### src/rtl/cam_core.sv
// Transposed-storage CAM: row k of the table holds one bit per entry currently storing key k.
// Writes take two cycles (clear old key bit, then set new key bit); searches are pipelined with a latency of two cycles.
module cam_core #(
  parameter int DATA_WIDTH = 4,
  parameter int ADDR_WIDTH = 4
) (
  input  logic                       clk,
  input  logic                       rst,
  input  logic                       wr_en,
  input  logic                       er_en,
  input  logic [ADDR_WIDTH-1:0]      wr_addr,
  input  logic [DATA_WIDTH-1:0]      wr_data,
  output logic                       ready,
  input  logic                       srch_en,
  input  logic [DATA_WIDTH-1:0]      srch_data,
  output logic                       srch_valid,
  output logic [2**ADDR_WIDTH-1:0]   match_vec,
  output logic                       match,
  output logic [ADDR_WIDTH-1:0]      match_addr
);

  localparam int NROWS = 2**DATA_WIDTH;
  localparam int NENT  = 2**ADDR_WIDTH;

  typedef enum logic [1:0] {INIT, IDLE, CLR_OLD, SET_NEW} state_t;

  state_t                state_q, state_d;
  logic [DATA_WIDTH-1:0] cnt_q, cnt_d;
  logic [ADDR_WIDTH-1:0] wa_q, wa_d;
  logic [DATA_WIDTH-1:0] wd_q, wd_d;
  logic [NENT-1:0]       vld_q, vld_d;
  logic [DATA_WIDTH-1:0] key_q [NENT];
  logic [NENT-1:0]       mem_q [NROWS];

  logic                  mem_we;
  logic [DATA_WIDTH-1:0] mem_row;
  logic [NENT-1:0]       mem_wdata;
  logic                  key_we;

  logic                  ready_q, ready_d;
  logic                  s1_vld_q, s1_vld_d;
  logic [NENT-1:0]       s1_row_q, s1_row_d;
  logic                  srch_valid_q, srch_valid_d;
  logic [NENT-1:0]       match_vec_q, match_vec_d;
  logic                  match_q, match_d;
  logic [ADDR_WIDTH-1:0] match_addr_q, match_addr_d;

  // Control path: at most one row of the table is written per cycle.
  always_comb begin
    state_d   = state_q;
    cnt_d     = cnt_q;
    wa_d      = wa_q;
    wd_d      = wd_q;
    vld_d     = vld_q;
    mem_we    = 1'b0;
    mem_row   = cnt_q;
    mem_wdata = '0;
    key_we    = 1'b0;
    case (state_q)
      INIT: begin
        mem_we  = 1'b1;
        mem_row = cnt_q;
        cnt_d   = cnt_q + 1'b1;
        if (&cnt_q) state_d = IDLE;
      end
      IDLE: begin
        if (wr_en) begin
          wa_d    = wr_addr;
          wd_d    = wr_data;
          state_d = CLR_OLD;
        end else if (er_en) begin
          vld_d[wr_addr] = 1'b0;
          if (vld_q[wr_addr]) begin
            mem_we             = 1'b1;
            mem_row            = key_q[wr_addr];
            mem_wdata          = mem_q[key_q[wr_addr]];
            mem_wdata[wr_addr] = 1'b0;
          end
        end
      end
      CLR_OLD: begin
        if (vld_q[wa_q]) begin
          mem_we          = 1'b1;
          mem_row         = key_q[wa_q];
          mem_wdata       = mem_q[key_q[wa_q]];
          mem_wdata[wa_q] = 1'b0;
        end
        state_d = SET_NEW;
      end
      SET_NEW: begin
        mem_we          = 1'b1;
        mem_row         = wd_q;
        mem_wdata       = mem_q[wd_q];
        mem_wdata[wa_q] = 1'b1;
        key_we          = 1'b1;
        vld_d[wa_q]     = 1'b1;
        state_d         = IDLE;
      end
    endcase
    ready_d = (state_d == IDLE);
  end

  // Search path reads the row before this cycle's table update lands.
  always_comb begin
    s1_vld_d     = srch_en && (state_q != INIT);
    s1_row_d     = s1_vld_d ? mem_q[srch_data] : s1_row_q;
    srch_valid_d = s1_vld_q;
    match_vec_d  = match_vec_q;
    match_d      = match_q;
    match_addr_d = match_addr_q;
    if (s1_vld_q) begin
      match_vec_d  = s1_row_q;
      match_d      = |s1_row_q;
      match_addr_d = '0;
      for (int unsigned i = NENT; i > 0; i--) begin
        if (s1_row_q[i-1]) match_addr_d = ADDR_WIDTH'(i - 1);
      end
    end
  end

  always_ff @(posedge clk) begin
    if (rst) begin
      state_q      <= INIT;
      cnt_q        <= '0;
      vld_q        <= '0;
      ready_q      <= 1'b0;
      s1_vld_q     <= 1'b0;
      srch_valid_q <= 1'b0;
      match_vec_q  <= '0;
      match_q      <= 1'b0;
      match_addr_q <= '0;
    end else begin
      state_q      <= state_d;
      cnt_q        <= cnt_d;
      vld_q        <= vld_d;
      ready_q      <= ready_d;
      s1_vld_q     <= s1_vld_d;
      srch_valid_q <= srch_valid_d;
      match_vec_q  <= match_vec_d;
      match_q      <= match_d;
      match_addr_q <= match_addr_d;
    end
  end

  // Table, shadow keys and datapath latches need no reset; INIT and the valid bits cover them.
  always_ff @(posedge clk) begin
    wa_q     <= wa_d;
    wd_q     <= wd_d;
    s1_row_q <= s1_row_d;
    if (mem_we && !rst) mem_q[mem_row] <= mem_wdata;
    if (key_we && !rst) key_q[wa_q] <= wd_q;
  end

  assign ready      = ready_q;
  assign srch_valid = srch_valid_q;
  assign match_vec  = match_vec_q;
  assign match      = match_q;
  assign match_addr = match_addr_q;

endmodule

### config.mk
export PLATFORM = sky130hd
export DESIGN_NAME = cam_core
export DESIGN_NICKNAME = d
export VERILOG_FILES = /design/src/rtl/cam_core.sv
export SDC_FILE = /design/constraint.sdc
export NUM_CORES = 1
export LEC_CHECK = 0
export CELL_PAD_IN_SITES_DETAIL_PLACEMENT = 1
export CELL_PAD_IN_SITES_GLOBAL_PLACEMENT = 2
export CORE_UTILIZATION = 42
export DETAILED_ROUTE_END_ITERATION = 10
export GPL_TIMING_DRIVEN = 1
export MAX_ROUTING_LAYER = met4
export PLACE_DENSITY = 0.79
export RECOVER_POWER = 100
export SYNTH_ARGS = -nofsm -noshare
export SYNTH_HDL_FRONTEND = slang
export SYNTH_SLANG_ARGS = --single-unit
### constraint.sdc
create_clock -name clk -period 4 [get_ports clk]
set_clock_uncertainty 0.05 [all_clocks]
set_input_delay 1 -clock clk [delete_from_list [all_inputs] [get_ports clk]]
set_output_delay 1 -clock clk [all_outputs]
set_load 0.005 [all_outputs]
; Word level (Yosys, flattened, before mapping)
; Memory sizes are Yosys's and may differ from the RTL's. A register that Yosys moved wholly into a read port is not among the register bits.
; Index checks and enable logic that the tools add are counted.
[classes]
add_sub_neg = 1
magnitude_cmp = 4
eq_ne = 6
n_mux = 52
n_bitwise = 7
reduce_logical = 14
[op_table]
columns = operator, n
row1 = $mux 16, 6
row2 = $mux 4, 22
row3 = $and 16x16->16, 3
row4 = $pmux 16 s3, 1
row5 = $not 16->16, 2
row6 = $or 16x16->16, 2
row7 = $pmux 16 s2, 1
row8 = $pmux 4 s4, 1
row9 = $reduce_or 16->1, 1
row10 = $mux 1, 13
row11 = $lt 4x5->1 const B, 2
row12 = $bmux 1 s4, 2
row13 = $demux 1 s4, 2
row14 = $ge 4x1->1 const B, 2
row15 = $pmux 2 s4, 1
row16 = $logic_and 1x1->1, 5
row17 = $add 4x1->4 const B, 1
row18 = $eq 2x1->1 const B, 2
row19 = $eq 2x2->1 const B, 2
row20 = $mux 2, 2
row21 = $ne 2x2->1 const B, 2
row22 = $reduce_and 4->1, 1
row23 = $reduce_bool 2->1, 2
row24 = $pmux 1 s3, 1
row25 = other kinds (5), 5
[totals]
register_bits = 54
ramBits = 320
inputBits = 17
output_inout_bits = 23
memories = 2
[memory_table]
columns = memory, depth, word_bits, read_ports, rd_clocked_by_memory_dff, wr, line_no
row1 = mem_q, 16, 16, 4, 2, 1, 33  ; logic [NENT-1:0] mem_q [NROWS];
row2 = key_q, 16, 4, 2, 1, 1, 32  ; logic [DATA_WIDTH-1:0] key_q [NENT];

; Depth between registers and ports, before layout
; Gate-level depths: netlist of run 1.
[depth]
depth_word = 16
ltp_mapped = 14
depth_no_buf = 10

; Worst setup path after synthesis of run 1
; OpenSTA, ideal clock, no wires.
[synth_path]
path_kind = input port to flip-flop
startpoint = input port wr_addr[0]
endpoint = memory mem_q[9][0] (netlist name), enable pin
t_arrival_ns = 3.604
required_time_ns = 3.562
setup_slack_ns = -0.042
cell_stages = 10
n_path_buf = 1
cell_sequence = buf_6 mux4_2 mux4_2 nand2_1 nor2_1 a21oi_1 nor2_1 a211oi_2 nand2_1 nor2_1
[synth_via]
elab_chain_cells = 9
word_cells_on_any_way = 14
cone_classes = 12 x mux / 1 x reduce/logical / 1 x memory
[synth_lines]
columns = element, line_no
row1 = "start, declared", 11  ; input logic [ADDR_WIDTH-1:0] wr_addr,
row2 = $bmux 1 s4, 73  ; if (vld_q[wr_addr]) begin
row3 = $mux 1 (not written as such), 73
row4 = $mux 1, 73
row5 = $mux 1, 71  ; end else if (er_en) begin
row6 = $mux 1, 67  ; if (wr_en) begin
row7 = $pmux 1 s3, 59  ; case (state_q)
row8 = $logic_and 1x1->1, 150  ; if (mem_we && !rst) mem_q[mem_row] <= mem_wdata;
row9 = $mux 1, 150
row10 = $mux 1 (not written as such), 150
row11 = "end, declared", 33
; Several ways; a longest one is shown, not always the timed one. The select of a mux whose other input is x is not followed.

; Worst setup path in the final report of run 1
[layout_path]
startpoint = input port wr_addr[1]
endpoint = memory mem_q[11][13] (netlist name), enable pin
; The elaborated chain is that of the path after synthesis.

==> flow_metrics.env, run 1 <==
export IMPL_end_kind="flip-flop"
export IMPL_tightestPinTransition_ps=1430
export IMPL_cts_tree="done"
export IMPL_grt_pass1_vias=18200
export IMPL_synth_top_area_share_pct=43.4
export IMPL_grt_pass1_wl_mm=127
export IMPL_synth_xor_area_share_pct=0.110
export IMPL_clk_path_buf_depth=3
export IMPL_hpwlAfterDp_mm=61.4
export IMPL_synthFlopType="edfxtp_1"
export IMPL_nets=1952
export IMPL_netlist_instances=1753
export IMPL_routed_wl_mm=87.3
export IMPL_syn_avg_cell_area_um2=13.6
export IMPL_outcome="completed"
export IMPL_pin_count=40
export IMPL_drive_gt1_share_pct=30.1
export IMPL_post_drt_wl_per_cell_um=32.1
export IMPL_antenna_found_initial=6
export IMPL_hold_viol_final=0
export IMPL_setup_violations=0
export IMPL_synth_top_family_by_area="multiplexers"
export IMPL_fmax_mhz=252
export IMPL_rsz0062_at_grt="false"
export IMPL_critPathKind="input pin to flip-flop"
export IMPL_fp_row_count=86
export IMPL_fin_ws_ps=26.1
export IMPL_period_needed_ps=3970
export IMPL_p_per_area_mw_per_mm2=472
export IMPL_place_ws_ps=-467
export IMPL_synth_compound_area_share_pct=8.62
export IMPL_static_leakage_power_uw=0.00958
export IMPL_synth_distinct_cells=92
export IMPL_final_core_util_pct=50.5
export IMPL_htreeDepth=2
export IMPL_drtIter0Drc=1968
export IMPL_syn_to_final_growth_pct=17.9
export IMPL_min_period_over_period_pct=99.3
export IMPL_stdcell_count=2720
export IMPL_slew_viol_final=0
export IMPL_port_buffers=39
export IMPL_cts_made_buffers=48
export IMPL_syn_num_nets=1775
export IMPL_crit_chain="clkdlybuf4s50_1, buf_4, buf_12, mux4_2, mux2_2, o21ai_4, o22ai_4, a221oi_4, nand3_2, nor2_2, clkbuf_4"
export IMPL_vias=17800
export IMPL_core_area_mm2=0.0555
export IMPL_vias_per_cell=6.55
export IMPL_start_util_pct=42.9
export IMPL_synth_most_common_cell="edfxtp_1"
export IMPL_fp_dieH_um=240
export IMPL_grt_max_degree=37
export IMPL_yosys_area_top_type="edfxtp_1"
export IMPL_synthSimpleGateAreaFrac_pct=8.41
export IMPL_yosys_area_share_adder_pct=0.263
export IMPL_track_usage_pct=31.7
export IMPL_drt_pass1_iter_count=7
export IMPL_die_w_um=240
export IMPL_synth_async_reset_ratio_pct=0
export IMPL_synth_warnings=0
export IMPL_drv_cap=0
export IMPL_cp_num_buf_inv=4
export IMPL_cts_sinks=398
export IMPL_rrSetupSlack_ps=110
export IMPL_hold_slack_ps=417
export IMPL_critPathSlowestCell="clkdlybuf4s50_1"
export IMPL_synthTopCellsByArea="edfxtp_1 (43%), mux4_2 (19%), mux2i_1 (8.7%)"
export IMPL_dp_cells=2625
export IMPL_cp_arrival_ps=4190
export IMPL_vdd_ir_drop_max_v=0.000328
export IMPL_cp_start_kind="input pin"
export IMPL_synth_mux_area_share_pct=31.0
export IMPL_grt_overflow_total=0
export IMPL_ys_top_cells_by_count="edfxtp_1 (344), mux2i_1 (208), mux4_2 (196)"
export IMPL_cp_required_ps=4220
export IMPL_cpLargestDelayFamily="buffers and inverters"
export IMPL_place_gp_congestion=0.955
export IMPL_drcViolationCount=0
export IMPL_clock_latency_ps=600
export IMPL_hold_class="flip-flop to flip-flop"
export IMPL_finalPower_uw=13300
export IMPL_synth_edf_count=344
export IMPL_ctsRootBufferMaster="clkbuf_16"
export IMPL_synth_seq_cells=398
export IMPL_ant_nets=0
export IMPL_slowest_delay_ps=470
export IMPL_dieArea_mm2=0.0576
export IMPL_netlist_area_mm2=0.0238
export IMPL_seq_area_frac_synth_pct=47.9
export IMPL_cp_max_fo=18
export IMPL_relSlewSlack_pct=4.70
export IMPL_clk_pin_slew_ps=60
==> registers in the layout, summed over array words and instances, names as in the netlist, named ones only <==
name        cells
cnt_q           4
key_q          64
match           1
match_addr      4
match_vec      16
mem_q         256
ready           1
s1_row_q       16
s1_vld_q        1
srch_valid      1
state_q         2
vld_q          16
wa_q            4
wd_q            4
==> metrics by stage <==
| step | TNS [ps] | instance area, µm² |
|---|---|---|
| 2_1_floorplan | -6970 | 23800 |
| 6_report | 0 | 28100 |
| 3_3_place_gp | -129370 | 26600 |
| 5_1_grt | 0 | 28100 |
| 3_5_place_dp | -166150 | 26600 |
| 4_1_cts | 0 | 28200 |
==> routing by layer <==
metal  part of all wire, %  global-route usage (%)  vias up
met5                     0                       -        -
met3                   8.5                    5.50      179
met1                    41                    42.2     9341
met4                   3.4                    11.7        0
li1                      -                       -     7404
met2                    47                    48.7      888
==> worst register-to-register path: stages (launching register included) <==
cell      delay [ps]
dfxtp_1          740
mux4_2           580
mux2_2           280
nand2_1          110
o21ai_4           80
buf_12           180
buf_12           140
buf_4            200
a221oi_2         300
nand2_1          290
nor2_1           290
clkbuf_4         340
==> final timing paths <==
path / cells past startpoint / start / endpoint
min reg2reg: 2 / match_addr[3]$_SDFFE_PP0P_ / match_addr[3]$_SDFFE_PP0P_
max reg2reg: 11 / flip-flop / mem_q[2][13]$_DFFE_PP_
min: 2 / match_addr[3]$_SDFFE_PP0P_ / match_addr[3]$_SDFFE_PP0P_
max: 11 / wr_addr[1] / mem_q[11][13]$_DFFE_PP_
==> repair_timing <==
action | CTS | global route
buffers inserted | 3 | 0
resized for setup | 0 | 6
pin swaps | 1 | 0
setup endpoints to repair | 16 | 86
hold buffers | 0 | 0
==> cells by family after synthesis <==
family          after synthesis
compound gates              288
xor+xnor                      3
fa+ha+maj                     5
buf+inv                     152
flops                       398
mux                         478
simple gates                429
==> layout make-up <==
type	instances	area, µm²
timing repair buffer	266	2440
clock buffer	53	1240
inverter	13	48.8
tap	748	936
clock inverter	34	374
antenna	5	12.5
sequential	398	11400
fill	5550	27500
multi-input combinational	1203	11600
==> report_power, final <==
group          internal (µW)  leakage (µW)  switching (µW)
clock                   2740      0.000773            1840
combinational           1520       0.00538            2070
sequential              4780       0.00342             319
==> layout by cell type, fill, tap and decap left out, drive strengths merged, types with 9 or more instances in the layout <==
| cell | count |
|---|---|
| a21oi | 63 |
| buf | 184 |
| nand3 | 35 |
| mux2i | 212 |
| clkinv | 19 |
| o21ai | 62 |
| a31oi | 22 |
| a211oi | 15 |
| clkbuf | 100 |
| nor3 | 17 |
| a221oi | 14 |
| and2 | 9 |
| nand2 | 165 |
| a32oi | 9 |
| nand4 | 19 |
| nor2b | 19 |
| edfxtp | 344 |
| dfxtp | 54 |
| nor2 | 121 |
| mux4 | 197 |
| inv | 14 |
| o22ai | 9 |
| a22oi | 25 |
| nand2b | 13 |
| a311oi | 10 |
| and3 | 12 |
| dlygate4sd3 | 30 |
| mux2 | 69 |
(Power assumes the default switching activity.)
==> run 2: changes to the inputs <==
- CORE_UTILIZATION: 42 -> 43
- CTS_BUF_LIST: unset -> sky130_fd_sc_hd__clkbuf_2
- PLACE_DENSITY: 0.79 -> 0.8
==> run 2 against run 1 <==
The flow now finishes with violations (max-capacitance violations, max-slew violations). Maximum frequency up 2.1%. Die area is 2.3% lower. First-iteration DRC count fell by 6.4%. Total power down 14%. Global-route usage up 1.2 points. Cell area is 3.4% lower. Core utilization down 0.54 points. Sequential share of layout area grew 1.4 points. Highest routed layer unchanged.
==> flow_metrics.env, run 2 (synthesis results as in run 1) <==
export IMPL_clk_pin_slew_ps=120
export IMPL_drive_gt1_share_pct=32.2
export IMPL_grt_overflow_total=0
export IMPL_drtIter0Drc=1843
export IMPL_multi_input_area_mm2=0.0115
export IMPL_outcome="finished, violations left"
export IMPL_top_register="mem_q"
export IMPL_seqCellArea_mm2=0.0114
export IMPL_syn_to_final_growth_pct=13.9
export IMPL_start_util_pct=43.9
export IMPL_period_needed_ps=3890
export IMPL_grt_max_degree=71
export IMPL_fillers=5554
export IMPL_relSlewSlack_pct=-8.13
export IMPL_fp_dieH_um=237
export IMPL_drt_pass1_iter_count=5
export IMPL_final_core_util_pct=50.0
export IMPL_slew_viol_final=17
export IMPL_min_period_over_period_pct=97.3
export IMPL_layout_common_cells="edfxtp_1 (344), mux2i_1 (208), mux4_2 (196)"
export IMPL_grt_pass1_wl_mm=130
export IMPL_routed_wl_mm=88.6
export IMPL_setup_violations=0
export IMPL_track_usage_pct=32.9
export IMPL_p_clk_share_pct=24.5
export IMPL_grt_pass1_vias=19100
export IMPL_post_drt_wl_per_cell_um=31.8
export IMPL_pin_count=40
export IMPL_static_leakage_power_uw=0.00947
export IMPL_dieArea_mm2=0.0563
export IMPL_tightestPinTransition_ps=1620
export IMPL_hold_class="input pin to flip-flop"
export IMPL_vdd_ir_drop_max_v=0.000201
export IMPL_cts_tree="done"
export IMPL_ant_nets=0
export IMPL_clk_path_buf_depth=3
export IMPL_antenna_found_initial=5
export IMPL_hold_viol_final=0
export IMPL_cts_made_buffers=107
export IMPL_combPwrFrac_pct=30.8
export IMPL_p_int_uw=7230
export IMPL_cp_start_kind="flip-flop"
export IMPL_power_frac_seq_pct=44.7
export IMPL_end_kind="flip-flop"
export IMPL_fp_row_count=85
export IMPL_rsz0062_at_grt="false"
export IMPL_cp_required_ps=4810
export IMPL_top_regs="mem_q (256), key_q (64)"
export IMPL_fin_setup_tns_ps=0
export IMPL_ctsRootBufferMaster="clkbuf_2"
export IMPL_htreeDepth=3
export IMPL_cts_sinks=398
export IMPL_port_buffers=39
export IMPL_hold_buffers=0
export IMPL_cp_arrival_ps=4700
export IMPL_p_per_area_mw_per_mm2=422
export IMPL_drcViolationCount=0
export IMPL_violations="max-capacitance violations, max-slew violations"
export IMPL_switchingPower_uw=4210
export IMPL_hpwlAfterDp_mm=62.7
export IMPL_dp_cells=2579
export IMPL_cp_max_fo=16
export IMPL_vias_per_cell=6.58
export IMPL_drv_cap=1
export IMPL_vias=18300
export IMPL_stdcell_count=2785
export IMPL_nets=2014
export IMPL_fin_ws_ps=107
export IMPL_final_common_cell="edfxtp_1"
export IMPL_core_area_mm2=0.0542
export IMPL_switching_share_pct=36.8
export IMPL_finalPower_uw=11400
export IMPL_largest_reg_flops=256
export IMPL_die_w_um=237
export IMPL_clock_latency_ps=1190
export IMPL_critPathKind="flip-flop to flip-flop"
export IMPL_place_ws_ps=-437
export IMPL_fmax_mhz=257
export IMPL_place_gp_congestion=0.968
==> run 2: cell types whose count changed in the layout (fill, tap and decap cells not counted), sizes merged <==
cell           before  now
inv                14   17
clkdlybuf4s50       5    7
clkinv             19   54
diode               5    9
dlygate4sd3        30   27
clkbuf            100  195
bufinv              8    0
buf               184  178
clkinvlp            6    1
==> run 2: worst paths after layout <==
check / from / to / slack, ps / cells after the start
min reg2reg: match_addr[1]$_SDFFE_PP0P_ / match_addr[1]$_SDFFE_PP0P_ / 420 / 2
max reg2reg: flip-flop / mem_q[10][0]$_DFFE_PP_ / 110 / 10
max: flip-flop / mem_q[10][0]$_DFFE_PP_ / 110 / 10
min: rst / vld_q[2]$_SDFFE_PP0P_ / 170 / 2
==> run 2: critical path, stage by stage (launching register included) <==
cell	delay, ps
dfxtp_1	540
mux4_2	560
mux2_2	280
nand2_1	100
o21ai_4	130
buf_4	190
nor2_1	850
a22oi_1	240
nand4_1	170
nand4_1	140
a21o_1	370
==> run 2: stage by stage <==
step           hold slack (ps)  cell area (µm²)
2_1_floorplan              409            23800
3_3_place_gp               409            26500
3_5_place_dp               415            26500
4_1_cts                   63.4            27500
5_1_grt                    126            27100
6_report                   169            27100
==> run 2: what timing repair did <==
| action | 4_1_cts | 5_1_grt |
|---|---|---|
| endpoints found under the setup margin | 0 | 19 |
| endpoints found under the hold margin | 0 | 0 |
| resized for setup | 0 | 1 |
| buffers inserted | 0 | 0 |
==> run 2: layout make-up <==
cell class | count | area share (%)
multi-input combinational | 1203 | 42.5
inverter | 13 | 0.180
timing repair buffer | 269 | 8.44
clock inverter | 59 | 0.909
sequential | 398 | 42.1
tap | 696 | 3.21
clock buffer | 138 | 2.55
antenna | 9 | 0.0830
==> run 2: routing by layer <==
layer  global-route usage (%)  part of all wire, %
met3                     7.68                  9.9
met2                     49.3                   46
met4                     12.3                  3.7
met1                     43.5                   40
met5                        -                    0
==> run 2: power groups by stage <==
stage               clock, µW  combinational (µW)  sequential (µW)
floorplan                   0                2310             5000
global placement            0                3500             5170
detailed placement          0                3580             5190
CTS                      2890                3590             5100
global route             3070                3670             5140
finish                   2810                3520             5110
